File: src/rtl/input_capture.sv
// Input-capture peripheral: picks one port_in line, synchronises it and reports
// period and active time in clk cycles over the user I/O bus, with optional irq.
module input_capture #(
  parameter logic [31:0] TIMEOUT     = 32'hFFFF_FFFF,
  parameter int          SYNC_STAGES = 2
) (
  input  logic        clk,
  input  logic        reset,
  input  logic        cs_i,
  input  logic        read_i,
  input  logic        write_i,
  input  logic [1:0]  size_i,
  input  logic [31:0] address_i,
  input  logic [31:0] data_in,
  output logic [31:0] data_out,
  output logic        stall_o,
  output logic [2:0]  abort_o,
  input  logic [31:0] port_in,
  output logic        irq_o
);
  // state   | meaning
  // IDLE    | EN=0, counter held at 0
  // ARM     | waiting for the first active edge
  // MEASURE | counting cycles since the last active edge
  typedef enum logic [1:0] {IDLE, ARM, MEASURE} state_t;
  state_t state, state_nxt;

  logic                   en, irq_en, pol;
  logic [4:0]             sel;
  logic                   valid, overrun, tout;
  logic [31:0]            period, high, count, count_nxt, rd_mux;
  logic [SYNC_STAGES-1:0] sync_q;
  logic                   sync_d;
  logic                   lvl, lvl_d, act_edge, inact_edge;
  logic                   wr, rd, ctrl_wr, stat_wr, restart;
  logic                   cap_period, cap_high, hit_timeout;
  logic                   unused_ok;

  assign wr      = cs_i & write_i;
  assign rd      = cs_i & read_i;
  assign ctrl_wr = wr & (address_i[3:2] == 2'd0);
  assign stat_wr = wr & (address_i[3:2] == 2'd1);
  assign restart = ctrl_wr & en;

  assign stall_o   = 1'b0;
  assign abort_o   = 3'b000;
  assign unused_ok = ^{size_i, address_i[31:4], address_i[1:0], data_in[31:8]};

  // Polarity is applied to both the current and delayed sample so a POL change
  // by itself never looks like an edge.
  assign lvl        = sync_q[SYNC_STAGES-1] ^ pol;
  assign lvl_d      = sync_d ^ pol;
  assign act_edge   = lvl & ~lvl_d;
  assign inact_edge = ~lvl & lvl_d;

  always_ff @(posedge clk) begin
    if (!reset) begin
      sync_q <= '0;
      sync_d <= 1'b0;
    end else begin
      sync_q <= {sync_q[SYNC_STAGES-2:0], port_in[sel]};
      sync_d <= sync_q[SYNC_STAGES-1];
    end
  end

  always_ff @(posedge clk) begin
    if (!reset) state <= IDLE;
    else        state <= state_nxt;
  end

  always_comb begin
    state_nxt = state;
    case (state)
      IDLE:    if (en) state_nxt = ARM;
      ARM: begin
        if (!en)                       state_nxt = IDLE;
        else if (restart)              state_nxt = ARM;
        else if (act_edge)             state_nxt = MEASURE;
      end
      MEASURE: begin
        if (!en)                       state_nxt = IDLE;
        else if (restart || count == TIMEOUT) state_nxt = ARM;
      end
      default: state_nxt = IDLE;
    endcase
  end

  // Timeout is tested before the increment, so the counter never wraps.
  always_comb begin
    count_nxt   = '0;
    cap_period  = 1'b0;
    cap_high    = 1'b0;
    hit_timeout = 1'b0;
    case (state)
      ARM: if (en && !restart && act_edge) count_nxt = 32'd1;
      MEASURE: begin
        if (en && !restart) begin
          if (count == TIMEOUT) begin
            hit_timeout = 1'b1;
          end else begin
            count_nxt = count + 32'd1;
            cap_high  = inact_edge;
            if (act_edge) begin
              cap_period = 1'b1;
              count_nxt  = 32'd1;
            end
          end
        end
      end
      default: ;
    endcase
  end

  always_comb begin
    case (address_i[3:2])
      2'd0:    rd_mux = {24'h0, pol, sel, irq_en, en};
      2'd1:    rd_mux = {29'h0, tout, overrun, valid};
      2'd2:    rd_mux = period;
      default: rd_mux = high;
    endcase
  end

  always_ff @(posedge clk) begin
    if (!reset) begin
      en       <= 1'b0;
      irq_en   <= 1'b0;
      sel      <= '0;
      pol      <= 1'b0;
      count    <= '0;
      period   <= '0;
      high     <= '0;
      valid    <= 1'b0;
      overrun  <= 1'b0;
      tout     <= 1'b0;
      data_out <= '0;
    end else begin
      count <= count_nxt;
      if (ctrl_wr) begin
        en     <= data_in[0];
        irq_en <= data_in[1];
        sel    <= data_in[6:2];
        pol    <= data_in[7];
      end
      if (cap_period) period <= count;
      if (cap_high)   high   <= count;
      // status set beats a same-cycle write-one-to-clear
      valid    <= cap_period | (valid & ~(stat_wr & data_in[0]));
      overrun  <= (cap_period & valid) | (overrun & ~(stat_wr & data_in[1]));
      tout     <= hit_timeout | (tout & ~(stat_wr & data_in[2]));
      data_out <= rd ? rd_mux : '0;
    end
  end

  assign irq_o = irq_en & (valid | tout);

endmodule
File: config.mk
export PLATFORM = sky130hd
export DESIGN_NAME = input_capture
export DESIGN_NICKNAME = d
export VERILOG_FILES = /design/src/rtl/input_capture.sv
export SDC_FILE = /design/constraint.sdc
export NUM_CORES = 1
export LEC_CHECK = 0
export CAP_MARGIN = 30
export CORE_MARGIN = 2
export CORE_UTILIZATION = 50
export CTS_BUF_LIST = sky130_fd_sc_hd__clkbuf_16
export DETAILED_ROUTE_END_ITERATION = 10
export PLACE_DENSITY = 0.83
export SYNTH_ARGS = -nofsm -noshare
export SYNTH_HDL_FRONTEND = slang
export SYNTH_SLANG_ARGS = --single-unit
File: constraint.sdc
create_clock -name clk -period 2.6 [get_ports clk]
set_input_delay 0.39 -clock clk [delete_from_list [all_inputs] [get_ports clk]]
set_output_delay 0.39 -clock clk [all_outputs]
set_load 0.01 [all_outputs]
==> impl_metrics.toml <==
[logic_synthesis]
ys_ff_latch = 144
synth_area_leaders = "dfxtp_1, mux2i_1, nand2_1, nor2_1, mux4_2"
syn_area_per_cell_sq_um = 9.44
synth_common_cells = "dfxtp_1, nand2_1, nor2_1"
async_flop_share = 0
synth_top_area_share = 0.479
yosysTopAreaCell = "dfxtp_1"
synth_edf_count = 0
synthCells = 637
ys_seq_area_frac = 0.479
netlist_area_sq_um = 6020
synthFlopType = "dfxtp_1"
yosysMostFrequentCell = "dfxtp_1"
synth_cell_types = 52
synth_warnings = 0

[critical_path]
start_kind = "flop"
crit_required_ns = 2.94
end_kind = "flop"
crit_buf_inv = 2
regToRegStartpoint = "count[0]$_SDFF_PN0_"
cpPeakStageDelay_ns = 0.44
crit_start = "count[0]$_SDFF_PN0_"
arrival_ns = 2.70
path_class = "flop to flop"
cp_slowest_cell = "or3_1"
crit_family = "simple AND/OR/NAND/NOR gates"
path_cells = "ha_1 > nand3_1 > or3_1 > buf_4 > o31ai_4 > buf_4 > nand3_1 > o21ai_0"
cp_max_fo = 32

[clocking]
cts_buffers = 17
cts.path.max_buffers = 2
cts_num_sinks = 144
root_buffer = "clkbuf_16"
clk_latency_ns = 0.42
hold_buffers = 0
htree_levels = 4
post_cts_resized = 0
post-cts-setup-buffers = 0
cts_tree = "built"
clkTransAtPathRegs_ns = 0.06

[sta]
slew_violations = 0
setup_tns_ns = 0
max_slew_margin = 0.531
hold_viol = 0
skew_ns = 0.00826
rsz0062_at_grt = "no"
period_minus_slack_ns = 2.36
fin_crit_sh = 0.909
fmax_mhz = 423
final.setup.worst_slack_ns = 0.238
max_slew.worst_pin.slew_ns = 0.699
setup_viol_count_final = 0

[global_routing]
grt_max_degree = 108
gr-total-overflow = 0
antenna_found_initial = 1
grtUsageTotal = 0.210
grt_pass1_wl_um = 21600
first_global_vias = 4586

[die]
start_util = 0.507
num_rows = 40
pin_count = 140
core_sq_um = 11900
dieArea_sq_um = 12900
die_h_um = 114
chipWidth_um = 114

[pwr]
max-vdd-ir-drop_mv = 0.397
p_per_area_nw_per_um2 = 645
leakage_nw = 2.54

[layout]
fin_util = 0.637
areaGrowthSynthToFinish_pct = 25.6
drive_gt1_frac = 0.115
n_fill_cell = 856
fin_nets = 819

[routing]
ant_nets = 0
dr.pass1.iters = 5
drc_errors = 0
viasPerCell = 5.45
vias = 4750
drtIter0Drc = 363
detail_route.wl_per_cell_um = 15.2
routed_wl_um = 13300

[job]
max-cap-violations = 0

[hold_path]
hp-class = "flop to flop"
hold_start = "sync_q[0]$_SDFF_PN0_"

[placed_design]
routabilityCongestion = 0.856
dp.final_hpwl_um = 8920
pre_cts_slack_ns = 0.211
portBuffers = 79

[run_status]
status = "completed"
[sequential cells by signal, summed over array words and instances, names as in the netlist, 2 cells and up]
name      count
state         2
high         32
data_out     32
count        32
sel           5
sync_q        2
period       32
[cells by family after synthesis]
family	count (synthesis)	share of synthesized area
AOI/OAI and AO/OA	67	0.0699
xor gates and xnor gates	29	0.0422
adders and majority gates	5	0.0104
buffers and inverters	51	0.0395
DFF	144	0.479
muxes	75	0.151
other	1	0.000623
and+or+nand+nor	265	0.207
[final timing paths]
| check | endpoint | slack (ns) | depth (start not counted) |
|---|---|---|---|
| worst max-delay path | high[15]$_SDFFE_PN0P_ | 0.24 | 8 |
| worst min-delay path | sync_q[1]$_SDFF_PN0_ | 0.44 | 1 |
| worst max register to register | high[15]$_SDFFE_PN0P_ | 0.24 | 8 |
| worst min register to register | sync_q[1]$_SDFF_PN0_ | 0.44 | 1 |
[placed cells by master (no fill, tap or decap), types with 14 or more instances in the layout]
master,n
dfxtp_1,144
nand2_1,94
clkdlybuf4s50_1,77
nor2_1,72
mux2i_1,58
nand3_1,44
o21ai_0,28
xnor2_1,19
clkbuf_16,17
a21oi_1,15
buf_4,14
[area by class of cell]
cell class	count	area, sq um	area share
tap	147	184	0.0243
timing repair buffer	96	946	0.125
sequential	144	2880	0.382
clock buffer	17	425	0.0563
clock inverter	14	166	0.0220
multi-input combinational	445	2920	0.387
antenna	1	2.50	0.000331
inverter	7	26.3	0.00348
[metrics by stage]
stage,instances,cell area (sq um),hold slack (ns),power (mW)
final,871,7550,0.444,4.87
after floorplan,640,6030,0.412,2.40
after global routing,871,7550,0.457,5.00
after CTS,870,7550,0.438,4.90
after detailed placement,839,6960,0.432,2.49
after global placement,839,6960,0.426,2.48
[routing by layer]
metal	global-route usage	vias up	wire (um)
met5	0	-	0
met4	0.105	0	364
met3	0.0430	31	526
met2	0.355	117	6730
met1	0.256	2268	5650
li1	-	2334	-
[power by group]
group / switching [mW] / internal, mW
combinational: 0.0977 / 0.119
sequential: 0.0124 / 2.22
clock: 0.928 / 1.50
total: 1.04 / 3.84
Power figures use the tool's default switching activity.
